--- src/rtl/muldiv_unit_if.sv ---
// Request/result bundle between the pipeline and the iterative multiply/divide unit.
interface muldiv_unit_if #(
    parameter int WIDTH = 32
);
    logic             start;
    logic [1:0]       op;
    logic [WIDTH-1:0] a;
    logic [WIDTH-1:0] b;
    logic             busy;
    logic             done;
    logic [WIDTH-1:0] hi;
    logic [WIDTH-1:0] lo;

    modport master (output start, op, a, b, input busy, done, hi, lo);
    modport slave  (input start, op, a, b, output busy, done, hi, lo);
endinterface

--- src/rtl/muldiv_unit.sv ---
// Iterative MULT/MULTU/DIV/DIVU unit writing the HI/LO pair.
// One operand bit per cycle on magnitudes; the sign is applied in a final fix-up cycle.
module muldiv_unit #(
    parameter int WIDTH = 32
) (
    input  logic          clk,
    input  logic          rst_n,
    muldiv_unit_if.slave  bus
);
    localparam int CW = $clog2(WIDTH);

    typedef enum logic [1:0] {IDLE, ITER, FIX} state_t;

    state_t               state_q, state_d;
    logic [CW-1:0]        cnt_q, cnt_d;
    // Multiply: {partial product, remaining multiplier bits}.
    // Divide:   {partial remainder, dividend bits / quotient bits}.
    logic [2*WIDTH-1:0]   acc_q, acc_d;
    logic [WIDTH-1:0]     opnd_q, opnd_d;
    logic                 is_div_q, is_div_d;
    logic                 sign_res_q, sign_res_d;
    logic                 sign_rem_q, sign_rem_d;
    logic                 div_zero_q, div_zero_d;
    logic                 busy_q, busy_d;
    logic                 done_q, done_d;
    logic [WIDTH-1:0]     hi_q, hi_d;
    logic [WIDTH-1:0]     lo_q, lo_d;

    logic [WIDTH-1:0]     mag_a, mag_b;
    logic [WIDTH:0]       mul_sum, div_shift, div_diff;
    logic [2*WIDTH-1:0]   prod_fix;
    logic [WIDTH-1:0]     quo_fix, rem_fix;

    // State and datapath registers; reset aborts any in-flight operation.
    always_ff @(posedge clk or negedge rst_n) begin
        if (!rst_n) begin
            state_q    <= IDLE;
            cnt_q      <= '0;
            acc_q      <= '0;
            opnd_q     <= '0;
            is_div_q   <= 1'b0;
            sign_res_q <= 1'b0;
            sign_rem_q <= 1'b0;
            div_zero_q <= 1'b0;
            busy_q     <= 1'b0;
            done_q     <= 1'b0;
            hi_q       <= '0;
            lo_q       <= '0;
        end else begin
            state_q    <= state_d;
            cnt_q      <= cnt_d;
            acc_q      <= acc_d;
            opnd_q     <= opnd_d;
            is_div_q   <= is_div_d;
            sign_res_q <= sign_res_d;
            sign_rem_q <= sign_rem_d;
            div_zero_q <= div_zero_d;
            busy_q     <= busy_d;
            done_q     <= done_d;
            hi_q       <= hi_d;
            lo_q       <= lo_d;
        end
    end

    // Next-state, iteration step and fix-up logic.
    always_comb begin
        state_d    = state_q;
        cnt_d      = cnt_q;
        acc_d      = acc_q;
        opnd_d     = opnd_q;
        is_div_d   = is_div_q;
        sign_res_d = sign_res_q;
        sign_rem_d = sign_rem_q;
        div_zero_d = div_zero_q;
        busy_d     = busy_q;
        done_d     = 1'b0;
        hi_d       = hi_q;
        lo_d       = lo_q;

        mag_a     = (bus.op[0] && bus.a[WIDTH-1]) ? -bus.a : bus.a;
        mag_b     = (bus.op[0] && bus.b[WIDTH-1]) ? -bus.b : bus.b;
        mul_sum   = {1'b0, acc_q[2*WIDTH-1:WIDTH]} + (acc_q[0] ? {1'b0, opnd_q} : '0);
        div_shift = {acc_q[2*WIDTH-1:WIDTH], acc_q[WIDTH-1]};
        div_diff  = div_shift - {1'b0, opnd_q};
        prod_fix  = sign_res_q ? -acc_q : acc_q;
        quo_fix   = sign_res_q ? -acc_q[WIDTH-1:0] : acc_q[WIDTH-1:0];
        rem_fix   = sign_rem_q ? -acc_q[2*WIDTH-1:WIDTH] : acc_q[2*WIDTH-1:WIDTH];

        unique case (state_q)
            IDLE: begin
                if (bus.start) begin
                    is_div_d   = bus.op[1];
                    sign_res_d = bus.op[0] & (bus.a[WIDTH-1] ^ bus.b[WIDTH-1]);
                    sign_rem_d = bus.op[0] & bus.a[WIDTH-1];
                    div_zero_d = (bus.b == '0);
                    cnt_d      = '0;
                    busy_d     = 1'b1;
                    state_d    = ITER;
                    if (bus.op[1]) begin
                        acc_d  = {{WIDTH{1'b0}}, mag_a};
                        opnd_d = mag_b;
                    end else begin
                        acc_d  = {{WIDTH{1'b0}}, mag_b};
                        opnd_d = mag_a;
                    end
                end
            end
            ITER: begin
                // Divide by zero needs no special handling here: every trial
                // subtraction succeeds, leaving all-ones quotient and |a| remainder.
                if (is_div_q) begin
                    if (!div_diff[WIDTH])
                        acc_d = {div_diff[WIDTH-1:0], acc_q[WIDTH-2:0], 1'b1};
                    else
                        acc_d = {div_shift[WIDTH-1:0], acc_q[WIDTH-2:0], 1'b0};
                end else begin
                    acc_d = {mul_sum, acc_q[WIDTH-1:1]};
                end
                cnt_d = cnt_q + 1'b1;
                if (cnt_q == CW'(WIDTH - 1))
                    state_d = FIX;
            end
            FIX: begin
                if (is_div_q) begin
                    hi_d = rem_fix;
                    lo_d = div_zero_q ? '1 : quo_fix;
                end else begin
                    hi_d = prod_fix[2*WIDTH-1:WIDTH];
                    lo_d = prod_fix[WIDTH-1:0];
                end
                done_d  = 1'b1;
                busy_d  = 1'b0;
                state_d = IDLE;
            end
            default: state_d = IDLE;
        endcase
    end

    assign bus.busy = busy_q;
    assign bus.done = done_q;
    assign bus.hi   = hi_q;
    assign bus.lo   = lo_q;

endmodule
--- src/flat_wrapper.sv ---
// flat-port wrapper written by rule: the top's interface ports become plain ports
module muldiv_unit_flat 
#(
    parameter int WIDTH = 32
)
  (clk, rst_n, bus_start, bus_op, bus_a, bus_b, bus_busy, bus_done, bus_hi, bus_lo);
  muldiv_unit_if #(.WIDTH(WIDTH)) bus_i ();
  input  logic clk;
  input  logic rst_n;
  input wire logic [$bits(bus_i.start)-1:0] bus_start;
  input wire logic [$bits(bus_i.op)-1:0] bus_op;
  input wire logic [$bits(bus_i.a)-1:0] bus_a;
  input wire logic [$bits(bus_i.b)-1:0] bus_b;
  output wire logic [$bits(bus_i.busy)-1:0] bus_busy;
  output wire logic [$bits(bus_i.done)-1:0] bus_done;
  output wire logic [$bits(bus_i.hi)-1:0] bus_hi;
  output wire logic [$bits(bus_i.lo)-1:0] bus_lo;
  assign bus_i.start = bus_start;
  assign bus_i.op = bus_op;
  assign bus_i.a = bus_a;
  assign bus_i.b = bus_b;
  assign bus_busy = bus_i.busy;
  assign bus_done = bus_i.done;
  assign bus_hi = bus_i.hi;
  assign bus_lo = bus_i.lo;
  muldiv_unit #(.WIDTH(WIDTH)) u_core (.clk(clk), .rst_n(rst_n), .bus(bus_i));
endmodule
--- config.mk ---
export PLATFORM = sky130hd
export DESIGN_NAME = muldiv_unit_flat
export DESIGN_NICKNAME = d
export VERILOG_FILES = /design/src/rtl/muldiv_unit_if.sv /design/src/rtl/muldiv_unit.sv /design/src/flat_wrapper.sv
export SDC_FILE = /design/constraint.sdc
export NUM_CORES = 1
export LEC_CHECK = 0
export ABC_CLOCK_PERIOD_IN_PS = 3130
export CORE_AREA = 2 2 169 171
export CTS_CLUSTER_DIAMETER = 200
export DETAILED_ROUTE_END_ITERATION = 10
export DIE_AREA = 0 0 171 173
export PLACE_DENSITY = 0.8
export SYNTH_ARGS = -nofsm -noshare
export SYNTH_HDL_FRONTEND = slang
export SYNTH_SLANG_ARGS = --single-unit
--- constraint.sdc ---
create_clock -name clk -period 3.13 [get_ports clk]
set_input_delay 0.313 -clock clk [delete_from_list [all_inputs] [get_ports clk]]
set_output_delay 0.313 -clock clk [all_outputs]
set_load 0.05 [all_outputs]
Word-level counts from Yosys, hierarchy flattened:

Index checks and enable logic that the tools add are counted.

* bits of input ports: 69
* bits in registers: 173

* add/sub/neg operators: 8
* bitwise operators: 3
* reductions and logical operators: 10
* mux-type cells: 23
* equality and inequality tests: 5

Operators by type and width (number)
* two-way mux 32 bit: 10
* two-way mux 64 bit: 4
* negation 32 bit: 4
* case mux 64 bit (2 select lines): 1
* negation 64 bit: 1
* adder 32 x 33 -> 33 bit: 1
* subtractor 33 x 32 -> 33 bit: 1
* zero test 32 bit: 1
* case mux 5 bit (2 select lines): 1
* AND reduction 2 bit: 4
* adder 5 x 1 -> 5 bit (second input constant): 1
* equality test 5 bit (second input constant): 1
* two-way mux 5 bit: 1
* two-way mux 2 bit: 2
* case mux 2 bit (2 select lines): 1
* nonzero test 2 bit: 2
* bitwise AND 1 bit: 2
* equality test 2 x 1 -> 1 bit (second input constant): 1
* equality test 2 bit (second input constant): 1
* logical AND 1 bit: 2
* zero test 2 bit: 1
* two-way mux 1 bit: 2
* inequality test 2 x 1 -> 1 bit (second input constant): 1
* inequality test 2 bit (second input constant): 1
* other kinds (2): 2

Logic depth before layout (Yosys ltp):

* depth in word-level cells: 5
* depth in mapped cells: 14

Worst setup path before layout:

Ideal clock, no wire load.

* kind: register to register
* from: register u_core.acc_q[32]
* to: register u_core.acc_q[55]
* arrival: 3328 ps
* cell stages (with the launch flop): 15
* period minus slack after synthesis: 3456 ps
* path slack: -326 ps
* required time: 3002 ps
* library setup time: 128 ps
* cell sequence: dfrtp_1 > clkbuf_1 > inv_1 > fa_1 > nor2b_1 > o31ai_1 > a211o_1 > a2111o_1 > a21oi_1 > o311ai_1 > and3_1 > buf_2 > buf_2 > a311oi_1 > nand2_1

* longest elaborated chain between the ends: 4

Ends and longest elaborated chain
* start: declaration: line muldiv_unit.sv:18 `logic [2*WIDTH-1:0] acc_q, acc_d;`
* start signal: assignment: line muldiv_unit.sv:39 `acc_q <= '0;`
* start signal: assignment: line muldiv_unit.sv:52 `acc_q <= acc_d;`
* subtractor 33 x 32 -> 33 bit: line muldiv_unit.sv:84 `div_diff = div_shift - {1'b0, opnd_q};`
* two-way mux 64 bit: line muldiv_unit.sv:112 `if (!div_diff[WIDTH])`
* two-way mux 64 bit (*): line muldiv_unit.sv:111 `if (is_div_q) begin`
* case mux 64 bit (2 select lines) (*): line muldiv_unit.sv:89 `unique case (state_q)`

Every way passes the cells marked *; elsewhere a longest branch is shown, timed or not.
A chain may end at the register's enable or synchronous reset.

Worst setup path after layout:

* from: register u_core.acc_q[31]
* to: register u_core.acc_q[41]

* longest elaborated chain between the ends: 4

Ends and longest elaborated chain (line)
* subtractor 33 x 32 -> 33 bit: muldiv_unit.sv:84
* two-way mux 64 bit: muldiv_unit.sv:112
* two-way mux 64 bit: muldiv_unit.sv:111
* case mux 64 bit (2 select lines): muldiv_unit.sv:89

Every way passes these cells.

==> metrics.txt <==
# TYPE chip_impl_metric gauge
chip_impl_info{name="run_status",value="finished with violations"} 1
chip_impl_info{name="violations",value="setup timing"} 1
chip_impl_metric{name="detailed_place_hpwl",unit="mm"} 39.7
chip_impl_metric{name="synth_xor_area_frac",unit=""} 0.102
chip_impl_info{name="cp-end-kind",value="flip-flop"} 1
chip_impl_metric{name="number_of_rows_created_at_floorplan",unit=""} 61
chip_impl_metric{name="clk_path_buf_depth",unit=""} 2
chip_impl_metric{name="cts_sinks",unit=""} 173
chip_impl_metric{name="numPortBuffers",unit=""} 134
chip_impl_metric{name="first_pass_grt_wire_length",unit="mm"} 80.4
chip_impl_metric{name="worst_path_largest_cell_delay",unit="ps"} 440
chip_impl_metric{name="wirelength",unit="mm"} 51.8
chip_impl_info{name="rsz_0062_raised_after_global_routing",value="yes"} 1
chip_impl_info{name="main_area_contributors_after_synthesis",value="dfrtp_1 29%, a21oi_1 6.3%, ha_1 5.9%"} 1
chip_impl_metric{name="maxSlewViolCount",unit=""} 0
chip_impl_metric{name="detail_route.iter0.violations",unit=""} 1901
chip_impl_info{name="main_combinational_cell_family_by_area_after_synthesis",value="compound AO/OA/AOI/OAI gates"} 1
chip_impl_metric{name="synth_largest_type_area_fraction",unit=""} 0.293
chip_impl_metric{name="area_delta_synth_final",unit="%"} 27.7
chip_impl_metric{name="asyncSetResetFlopFracSynth",unit=""} 1.00
chip_impl_info{name="ys_dominant_reg_cell",value="dfrtp_1"} 1
chip_impl_metric{name="initial_utilization",unit=""} 0.535
chip_impl_metric{name="instances_no_fill",unit=""} 2544
chip_impl_info{name="crit_type",value="flip-flop to flip-flop"} 1
chip_impl_metric{name="drt.antenna.violating_nets",unit=""} 0
chip_impl_metric{name="viasPerCell",unit=""} 6.20
chip_impl_metric{name="postSynthRegisterBits",unit=""} 173
chip_impl_metric{name="final_layout_size_suffix_gt1_frac",unit=""} 0.157
chip_impl_metric{name="finClkSkew",unit="ps"} 20.4
chip_impl_metric{name="net_count_after_synthesis",unit=""} 2018
chip_impl_info{name="cts_tree",value="yes"} 1
chip_impl_metric{name="clk_transition_reported_paths",unit="ps"} 90
chip_impl_info{name="timing.critical_path.from_type",value="flip-flop"} 1
chip_impl_metric{name="via_count_of_the_routed_design",unit=""} 15771
chip_impl_metric{name="synth_compound_area_frac",unit=""} 0.260
chip_impl_metric{name="report.final.hold_viol_count",unit=""} 0
chip_impl_metric{name="diodes",unit=""} 0
chip_impl_metric{name="coreArea",unit="sq um"} 27600
chip_impl_metric{name="max-slew-margin-rel",unit=""} 0.287
chip_impl_metric{name="grt_pass1_vias",unit=""} 14822
chip_impl_info{name="cp_cell_sequence",value="inv_2 > ha_4 > fa_2 > nor2b_2 > o31ai_2 > a211o_1 > a2111o_1 > a21o_1 > nand4b_1 > and3_4 > buf_12 > mux2i_2 > o221ai_1"} 1
chip_impl_metric{name="cts-htree-levels",unit=""} 4
chip_impl_metric{name="grt_antenna_before_repair",unit=""} 0
chip_impl_metric{name="syn-cell-area",unit="sq um"} 14800
chip_impl_metric{name="y_dimension_of_the_die",unit="microns"} 173
chip_impl_info{name="critical_path.slowest_cell",value="a2111o_1"} 1
chip_impl_metric{name="grt_max_degree",unit=""} 101
chip_impl_metric{name="count_of_flip_flops_with_a_built_in_enable_after_synthesis",unit=""} 0
chip_impl_info{name="yosysTopAreaCell",value="dfrtp_1"} 1
chip_impl_metric{name="cellPowerDensity",unit="nW/um^2"} 1210
chip_impl_metric{name="detail_route.wl_per_cell",unit="microns"} 20.4
chip_impl_metric{name="finalWorstSetupSlack",unit="ps"} -74.7
chip_impl_metric{name="layout.cell_area.non_filler",unit="sq um"} 18900
chip_impl_metric{name="drt_pre_antenna_iters",unit=""} 7
chip_impl_metric{name="fillers",unit=""} 2323
chip_impl_metric{name="power.static_leakage",unit="nW"} 8.27
chip_impl_metric{name="drc",unit=""} 0
chip_impl_info{name="class_of_the_tightest_hold_or_removal_check",value="primary input to async pin"} 1
chip_impl_metric{name="cts_made_buffers",unit=""} 17
chip_impl_metric{name="synthDistinctLibCells",unit=""} 74
chip_impl_metric{name="placedInstanceArea",unit="sq um"} 17900
chip_impl_metric{name="ys.warnings.count",unit=""} 0
chip_impl_metric{name="setup_violations",unit=""} 13
chip_impl_metric{name="global_route.usage.total",unit=""} 0.345
chip_impl_metric{name="data_arrival_time_of_the_worst_path",unit="ps"} 3520
chip_impl_metric{name="max_cap_viol_count",unit=""} 0
chip_impl_metric{name="proportion_of_synthesized_chip_area_in_sequential_cells",unit=""} 0.293
chip_impl_metric{name="fmaxAchievable",unit="GHz"} 0.312
chip_impl_metric{name="place.gp.congestion",unit=""} 0.997
chip_impl_metric{name="setup_tns_final",unit="ps"} -318
chip_impl_metric{name="final.min_clock_period",unit="ps"} 3200
chip_impl_metric{name="boundaryPins",unit=""} 135
chip_impl_metric{name="syn_avg_cell_area",unit="sq um"} 7.88
chip_impl_metric{name="fin_crit_sh",unit=""} 1.02
chip_impl_metric{name="overflow",unit=""} 0
chip_impl_metric{name="tightest_slew",unit="ps"} 1070
chip_impl_metric{name="synthAdderAreaFrac",unit=""} 0.0619
chip_impl_metric{name="postSynthCellCount",unit=""} 1877
chip_impl_info{name="clock-root-buffer",value="clkbuf_16"} 1
chip_impl_metric{name="max-vdd-ir-drop",unit="uV"} 827
chip_impl_metric{name="synth.mux.area_fraction",unit=""} 0.0483
chip_impl_metric{name="die_area",unit="sq um"} 29600
chip_impl_metric{name="chipWidth",unit="microns"} 171
chip_impl_metric{name="post_synth_and_or_nand_nor_area_fraction",unit=""} 0.188
chip_impl_metric{name="maximum_fanout_along_the_worst_path",unit=""} 20
chip_impl_metric{name="net_total_in_the_final_layout",unit=""} 2294
chip_impl_metric{name="placed_instances",unit=""} 2500
chip_impl_metric{name="critical_path_required",unit="ps"} 3450
chip_impl_metric{name="worst_skew_pair_latency",unit="ps"} 460
-- path summary, 6_finish.rpt --
kind | start | endpoint | slack [ps] | depth (start not counted)
setup / recovery | u_core.acc_q[31] | u_core.acc_q[41] | -70 | 13
hold / removal | rst_n | u_core.opnd_q[11] | 430 | 2
setup reg to reg | u_core.acc_q[31] | u_core.acc_q[41] | -70 | 13
hold reg to reg | u_core.bus.hi[16] | u_core.bus.hi[16] | 480 | 2
max in group asynchronous | rst_n | u_core.bus.hi[19] | 1740 | 3
min in group clk | u_core.bus.hi[16] | u_core.bus.hi[16] | 480 | 2
-- synthesized netlist by cell type (all sizes together) (18+ instances only) --
cell / instances
mux2i: 68
a31oi: 20
dfrtp: 173
xor2: 90
or4: 19
xnor2: 83
nor3: 32
a21oi: 186
nor2: 187
a21o: 40
o211ai: 31
nand3: 40
clkbuf: 96
o21ai: 153
or3: 22
a22oi: 35
o31ai: 26
nand2: 194
inv: 65
buf: 18
a211oi: 49
ha: 70
-- registers in the layout (all words and copies together) (netlist names), 2 cells and up --
name            count
u_core.opnd_q      32
u_core.cnt_q        5
u_core.bus.hi      32
u_core.state_q      2
u_core.acc_q       64
u_core.bus.lo      32
-- per-stage QoR --
stage               hold WS, ps   util  total power, mW  setup slack (ps)
detailed placement          374  0.650             19.5              -154
CTS                         462  0.675             22.0             -33.6
finish                      428  0.683             22.9             -74.7
global route                487  0.683             24.4              -177
global placement            358  0.650             19.1             -74.3
floorplan                  17.4      -             13.9             -21.2
-- worst max-delay path, delay by kind of cell, from the launching register on --
| family | cells | cell delay (ps) |
|---|---|---|
| compound gates | 5 | 1190 |
| fa+ha+maj | 2 | 510 |
| buf+inv | 2 | 260 |
| flops | 1 | 370 |
| mux | 1 | 240 |
| simple gates | 3 | 480 |
-- kinds of logic after synthesis --
logic type	Yosys count
and+or+nand+nor	597
buffers and inverters	180
DFF	173
adders and majority gates	72
muxes	71
AOI/OAI and AO/OA	611
xor gates and xnor gates	173
-- what timing repair did --
item	in CTS	in global routing
cloned	0	0
setup endpoints to repair	32	41
setup buffers	2	9
resized for setup	13	52
endpoints found under the hold margin	65	0
pin swaps	6	19
hold buffers	1	0
-- layout by cell type, fill, tap and decap left out, types with 22 or more instances in the layout --
cell,n
a211oi_1,47
a21o_1,40
a21oi_1,177
a22oi_1,34
buf_4,230
clkdlybuf4s50_1,132
dfrtp_1,169
ha_1,69
inv_1,63
mux2i_1,67
nand2_1,192
nand3_1,38
nor2_1,184
nor3_1,30
o211ai_1,31
o21ai_0,131
o31ai_1,22
xnor2_1,83
xor2_1,90
-- per-layer routing --
layer	track usage	vias to the layer above	share of wire
li1	-	7342	-
met4	0.119	0	0.030
met3	0.0639	101	0.091
met1	0.480	7535	0.42
met5	0	-	0
met2	0.538	793	0.45
-- power breakdown --
group	leakage [nW]	switching (mW)	total (mW)	internal (mW)
Clock	0.300	1.08	2.25	1.17
Sequential	2.05	0.771	3.84	3.07
Combinational	5.92	9.60	16.8	7.17
Total	8.27	11.5	22.9	11.4
-- cell type report --
class	instances	area (sq um)	area share
Inverter	66	248	0.0131
Multi-Input combinational cell	1524	10000	0.531
Clock inverter	13	170	0.00901
Sequential cell	173	4330	0.230
Tap cell	378	473	0.0250
Clock buffer	19	443	0.0235
Timing Repair Buffer	371	3190	0.169
No activity file was read; power rests on OpenSTA's default activity.
